===== src/rtl/divisor_unit.sv =====
// divisor_unit: iterative shift-subtract divider, one quotient bit per clock.
// Handles signed (two's complement) and unsigned operands through a
// magnitude datapath, followed by sign correction on completion.
module divisor_unit #(
   parameter int parallelism = 32
) (
   input  logic                   clk,
   input  logic                   rst_n,
   input  logic                   valid,
   input  logic                   usigned_n,
   input  logic [parallelism-1:0] dividend,
   input  logic [parallelism-1:0] divisor,
   output logic [parallelism-1:0] quotient,
   output logic [parallelism-1:0] reminder,
   output logic                   res_ready
);

   localparam int N  = parallelism;
   localparam int CW = $clog2(N + 1);

   typedef enum logic [1:0] {
      IDLE,
      CALC,
      DONE
   } state_t;

   state_t          state_q, state_d;
   logic [CW-1:0]   count_q, count_d;
   logic [N-1:0]    rem_q, rem_d;
   logic [N-1:0]    work_q, work_d;
   logic [N-1:0]    dvs_q, dvs_d;
   logic            q_neg_q, q_neg_d;
   logic            r_neg_q, r_neg_d;
   logic            dz_q, dz_d;
   logic [N-1:0]    quotient_q, quotient_d;
   logic [N-1:0]    reminder_q, reminder_d;
   logic            res_ready_q, res_ready_d;

   logic [N:0]      trial;
   logic            ge;
   logic            dnd_neg;
   logic            dvs_neg;

   // Next-state logic: operand capture, one restoring step per CALC cycle,
   // and sign/zero correction when the result is published.
   always_comb begin
      state_d     = state_q;
      count_d     = count_q;
      rem_d       = rem_q;
      work_d      = work_q;
      dvs_d       = dvs_q;
      q_neg_d     = q_neg_q;
      r_neg_d     = r_neg_q;
      dz_d        = dz_q;
      quotient_d  = quotient_q;
      reminder_d  = reminder_q;
      res_ready_d = 1'b0;

      dnd_neg = usigned_n & dividend[N-1];
      dvs_neg = usigned_n & divisor[N-1];

      trial = {rem_q, work_q[N-1]};
      ge    = (trial >= {1'b0, dvs_q});

      case (state_q)
         IDLE: begin
            if (valid) begin
               work_d  = dnd_neg ? -dividend : dividend;
               dvs_d   = dvs_neg ? -divisor : divisor;
               rem_d   = '0;
               count_d = CW'(N);
               q_neg_d = dnd_neg ^ dvs_neg;
               r_neg_d = dnd_neg;
               dz_d    = (divisor == '0);
               state_d = CALC;
            end
         end
         CALC: begin
            if (count_q != '0) begin
               rem_d   = ge ? N'(trial - {1'b0, dvs_q}) : trial[N-1:0];
               work_d  = {work_q[N-2:0], ge};
               count_d = count_q - CW'(1);
            end else begin
               quotient_d  = dz_q ? '1 : (q_neg_q ? -work_q : work_q);
               reminder_d  = r_neg_q ? -rem_q : rem_q;
               res_ready_d = 1'b1;
               state_d     = DONE;
            end
         end
         DONE: begin
            state_d = IDLE;
         end
         default: begin
            state_d = IDLE;
         end
      endcase
   end

   // State and datapath registers; async reset aborts any operation in flight.
   always_ff @(posedge clk or negedge rst_n) begin
      if (!rst_n) begin
         state_q     <= IDLE;
         count_q     <= '0;
         rem_q       <= '0;
         work_q      <= '0;
         dvs_q       <= '0;
         q_neg_q     <= 1'b0;
         r_neg_q     <= 1'b0;
         dz_q        <= 1'b0;
         quotient_q  <= '0;
         reminder_q  <= '0;
         res_ready_q <= 1'b0;
      end else begin
         state_q     <= state_d;
         count_q     <= count_d;
         rem_q       <= rem_d;
         work_q      <= work_d;
         dvs_q       <= dvs_d;
         q_neg_q     <= q_neg_d;
         r_neg_q     <= r_neg_d;
         dz_q        <= dz_d;
         quotient_q  <= quotient_d;
         reminder_q  <= reminder_d;
         res_ready_q <= res_ready_d;
      end
   end

   assign quotient  = quotient_q;
   assign reminder  = reminder_q;
   assign res_ready = res_ready_q;

endmodule


===== config.mk =====
export PLATFORM = sky130hd
export DESIGN_NAME = divisor_unit
export DESIGN_NICKNAME = d
export VERILOG_FILES = /design/src/rtl/divisor_unit.sv
export SDC_FILE = /design/constraint.sdc
export NUM_CORES = 1
export LEC_CHECK = 0
export ABC_AREA = 1
export CORE_ASPECT_RATIO = 0.5
export CORE_MARGIN = 4
export CORE_UTILIZATION = 45
export CTS_CLUSTER_DIAMETER = 100
export DETAILED_ROUTE_END_ITERATION = 10
export DONT_BUFFER_PORTS = 1
export PLACE_DENSITY_LB_ADDON = 0.08
export RECOVER_POWER = 100
export SYNTH_ARGS = -nofsm -noshare
export SYNTH_HDL_FRONTEND = slang
export SYNTH_SLANG_ARGS = --single-unit

===== constraint.sdc =====
create_clock -name clk -period 3.96 [get_ports clk]
set_input_delay 0.792 -clock clk [delete_from_list [all_inputs] [get_ports clk]]
set_output_delay 0.792 -clock clk [all_outputs]
set_load 0.1 [all_outputs]

# After elaboration in Yosys (flattened, before gate mapping)
# Index checks and enable logic that the tools add are counted.
[word_totals]
regBits = 172
in_bits = 68
output_inout_bits = 65
elab_cells = 54
[op_classes]
addsub = 6
order_cmp = 1
eq_ne = 4
mux = 20
bitwise = 4
reduce_logical = 8
[ops]
columns = ["cell", "n"]
rows = [
  ["$mux 32", 10],
  ["$neg 32->32", 4],
  ["$pmux 32 s2", 2],
  ["$ge 33x32->1", 1],
  ["$logic_not 32->1", 1],
  ["$sub 32x32->32", 1],
  ["$mux 6", 2],
  ["$pmux 6 s2", 1],
  ["$ne 2x2->1 const B", 3],
  ["$reduce_and 2->1", 3],
  ["$reduce_bool 6->1", 1],
  ["$sub 6x1->6 const B", 1],
  ["$mux 2", 2],
  ["$pmux 2 s2", 1],
  ["$reduce_and 3->1", 1],
  ["$and 1x1->1", 2],
  ["$eq 2x1->1 const B", 1],
  ["$logic_not 2->1", 1],
  ["$mux 1", 2],
  ["$reduce_bool 2->1", 1],
  ["$not 1->1", 1],
  ["$xor 1x1->1", 1],
]

# Longest topological paths before layout
[logic_depth]
ltp_word = 4
depth_mapped = 17
depth_no_buf = 16

# Worst setup path after synthesis
# Ideal clock, no wire load.
[synth_timing]
kind = "input to register"
startpoint = "input port divisor[0]"
endpoint = "register dvs_q[16]"
setup_time_ns = 0.128
t_arrival_ns = 1.989
required_time_ns = 3.832
slack_ns = 1.843
stages = 10
n_path_buf = 0
path_cell_list = "inv_1 -> ha_1 -> nand3_1 -> nor2_2 -> nand3_1 -> nand2_1 -> o21ai_0 -> or2_0 -> nand3_1 -> o21ai_1"
[synth_via]
elab_chain_len = 2
[synth_rtl]
columns = ["item", "line", "rtl"]
rows = [
  ["from (decl)", "12", "input logic [parallelism-1:0] divisor,"],
  ["$neg 32->32", "69", "dvs_d = dvs_neg ? -divisor : divisor;"],
  ["$mux 32", "69", ""],
  ["to (signal assigned)", "118", "dvs_q <= dvs_d;"],
  ["to (decl)", "31", "logic [N-1:0] dvs_q, dvs_d;"],
]
# No other way between the ends.
# A chain may end at the register's enable or synchronous reset.

# Worst setup path after layout
[layout_timing]
startpoint = "register rem_q[26]"
endpoint = "register work_q[0]"
[layout_via]
elab_chain_len = 3
[layout_rtl]
columns = ["item", "line", "rtl"]
rows = [
  ["from (decl)", "29", "logic [N-1:0] rem_q, rem_d;"],
  ["from (signal assigned)", "116", "rem_q <= rem_d;"],
  ["$ge 33x32->1", "63", "ge = (trial >= {1'b0, dvs_q});"],
  ["$mux 32", "79", "if (count_q != '0) begin"],
  ["$pmux 32 s2", "65", "case (state_q)"],
  ["to (signal assigned)", "117", "work_q <= work_d;"],
  ["to (decl)", "30", "logic [N-1:0] work_q, work_d;"],
]
# No other way between the ends. The select of a mux whose other input is x is not followed.

==> impl_metrics.ini <==
[critical_path]
critical_path_required_ns = 4.26
r2r-start = rem_q[26]
crit_type = reg -> reg
reg2reg_depth = 11
reg2reg_to = work_q[0]
crit_start = rem_q[26]
crit_end = work_q[0]
cp_max_fo = 34
cp.arrival_ns = 3.45
crit_path_end_kind = register
crit_path_start_kind = register
rrSetupSlack_ns = 0.81

[sta]
skew_ns = 0.01390
min_period_over_period_pct = 79.50
tightest_slew_ns = 1.672
fmax_ghz = 0.3176
timing.setup.tns_ns = 0
slew_headroom_pct = -11.46
setup_violations = 0
slew_viol_final = 78
final-hold-violation-count = 0
grt_setup_unrepaired = no
fin_crit_ns = 3.148

[yosys]
ys_seq_elements = 172
syn_avg_cell_area_sq_um = 6.407
seq_area_frac_synth_pct = 32.04
synthFlopType = dfrtp_1
synth_edf_count = 0
synthArstFlopShare_pct = 100.0
ys_types = 51
synth_warnings = 0
netlist_instances = 2097
syn-num-nets = 2204
synth_area_sq_um = 13440

[clocking]
clkLatencyLatePin_ns = 0.46
cts_tree = done
cts-root-buf = clkbuf_16
post_cts_resized = 0
cts_hold_buf = 0
cts.sinks = 172
htree_levels = 4
cts_setup_buffers = 0
path_clk_slew_ns = 0.08
numCtsBuffers = 17
cts_buffer_depth = 2

[hold_path]
hold_class = in -> async

[run_status]
violations = capacitance limit, slew limit
status = finished with violations

[global_route]
grt_pass1_vias = 12010
grt_max_degree = 173
grt_antenna_before_repair = 0
gr-total-overflow = 0
grt.total_usage_pct = 25.58
grt_pass1_wl_um = 66380

[floorplan]
rows = 44
die_area_sq_um = 32850
die_y_um = 130.2
coreArea_sq_um = 29180
die_w_um = 252.4
io_pins = 133
start_util_pct = 46.05

[routing]
postRouteAntennaNets = 0
drt-total-wl_um = 41900
first_iter_violations = 1021
dr.pass1.iters = 5
num_vias = 13070
post_drt_wl_per_cell_um = 16.99
vias_per_cell = 5.300
drc = 0

[place]
dpl.hpwl_um = 32440
gp_congestion = 0.9507
io_buffers = 0

[layout]
drive_gt1_share_pct = 4.434
num_antenna_cells = 0
nets = 2169
area_growth_pct = 5.914

[run]
cap_violations = 2
-- synth_stat cells (26+ instances only) --
| library cell | n | area (sq um) |
|---|---|---|
| o21ai_0 | 109 | 545.5 |
| dfrtp_1 | 172 | 4304 |
| ha_1 | 38 | 475.5 |
| nand2_1 | 627 | 2354 |
| nand4_1 | 34 | 212.7 |
| inv_1 | 297 | 1115 |
| o21ai_1 | 36 | 180.2 |
| clkbuf_1 | 26 | 97.59 |
| nand3_1 | 224 | 1121 |
| xor2_1 | 50 | 437.9 |
| a21oi_1 | 70 | 350.3 |
| nor2_1 | 203 | 762.0 |
-- cells by family (layout without fill, tap and decap cells) --
| family | Yosys count | in the layout | share of synthesized area, % |
|---|---|---|---|
| simple gates | 1165 | 1165 | 37.59 |
| buf+inv | 383 | 361 | 11.25 |
| compound gates | 272 | 272 | 11.14 |
| flops | 172 | 172 | 32.04 |
| xor+xnor | 66 | 66 | 4.302 |
| fa+ha+maj | 39 | 39 | 3.688 |
-- worst min-delay path by stage --
stage / from / end
2_1_floorplan: count_q[5] / count_q[5]
3_3_place_gp: count_q[1] / count_q[1]
3_5_place_dp: dvs_q[25] / dvs_q[25]
4_1_cts: rst_n / reminder[19]
5_1_grt: rst_n / reminder[19]
6_report: rst_n / reminder[19]
-- layout by cell type, fill, tap and decap left out, drive strengths merged, types with 2 or more instances in the layout --
cell,netlist,final
nand2,637,637
inv,316,320
nand3,234,234
nor2,223,223
dfrtp,172,172
o21ai,148,148
a21oi,72,72
xor2,50,50
ha,38,38
nand4,34,34
clkbuf,26,23
nor3,18,18
xnor2,16,16
a31oi,15,15
o211ai,11,11
o22ai,7,7
o31ai,7,7
clkinv,4,7
or2,7,7
nor4,5,5
nand3b,5,5
buf,37,5
o221ai,3,3
clkinvlp,0,3
bufinv,0,3
o21bai,2,2
a21o,2,2
a22oi,2,2
-- per-layer routing --
layer  wire (um)  global-route usage [%]  vias to the layer above
li1            -                       -                     6624
met1       18960                   33.75                     6096
met2       20520                   45.20                      307
met3        1855                   3.645                       43
met4         562                   5.768                        0
met5           0                       0                        -
-- sequential cells by signal, indices dropped and copies added, names as in the netlist --
| signal | count |
|---|---|
| res_ready | 1 |
| state_q | 2 |
| rem_q | 32 |
| quotient | 32 |
| q_neg_q | 1 |
| work_q | 32 |
| dvs_q | 32 |
| dz_q | 1 |
| r_neg_q | 1 |
| count_q | 6 |
| reminder | 32 |
-- worst max-delay path, cell delays in order (launching register included) --
cell and delay, ns:
dfrtp_1 0.49, ha_1 0.41, nand2_1 0.20, inv_2 0.04
nand2_1 0.08, nand2_1 0.06, a21oi_2 0.15, nand2_1 0.14
nor2_8 0.41, nand2_2 0.59, o21ai_1 0.29, o21ai_1 0.09
-- cell type report --
class / instances / area, sq um
Fill cell: 3161 / 14950
Multi-Input combinational cell: 1542 / 7553
Sequential cell: 172 / 4304
Inverter: 320 / 1201
Tap cell: 391 / 489.2
Clock buffer: 19 / 442.9
Clock inverter: 13 / 183.9
Timing Repair Buffer: 9 / 55.05
-- metrics by stage --
step	cell area [sq um]	worst slack (ns)	util, %	cells	hold WS, ns
2_1_floorplan	13440	1.843	-	2097	0.4464
3_3_place_gp	13690	1.349	46.91	2434	0.4652
3_5_place_dp	13690	1.308	46.91	2434	0.4681
4_1_cts	14310	1.346	49.06	2466	0.007308
5_1_grt	14230	0.5829	48.77	2466	0.006106
6_report	14230	0.8118	48.77	2466	0.02826
Power is not shown: default switching activity piles up to over one toggle a cycle in this logic, so the estimate is an artifact.
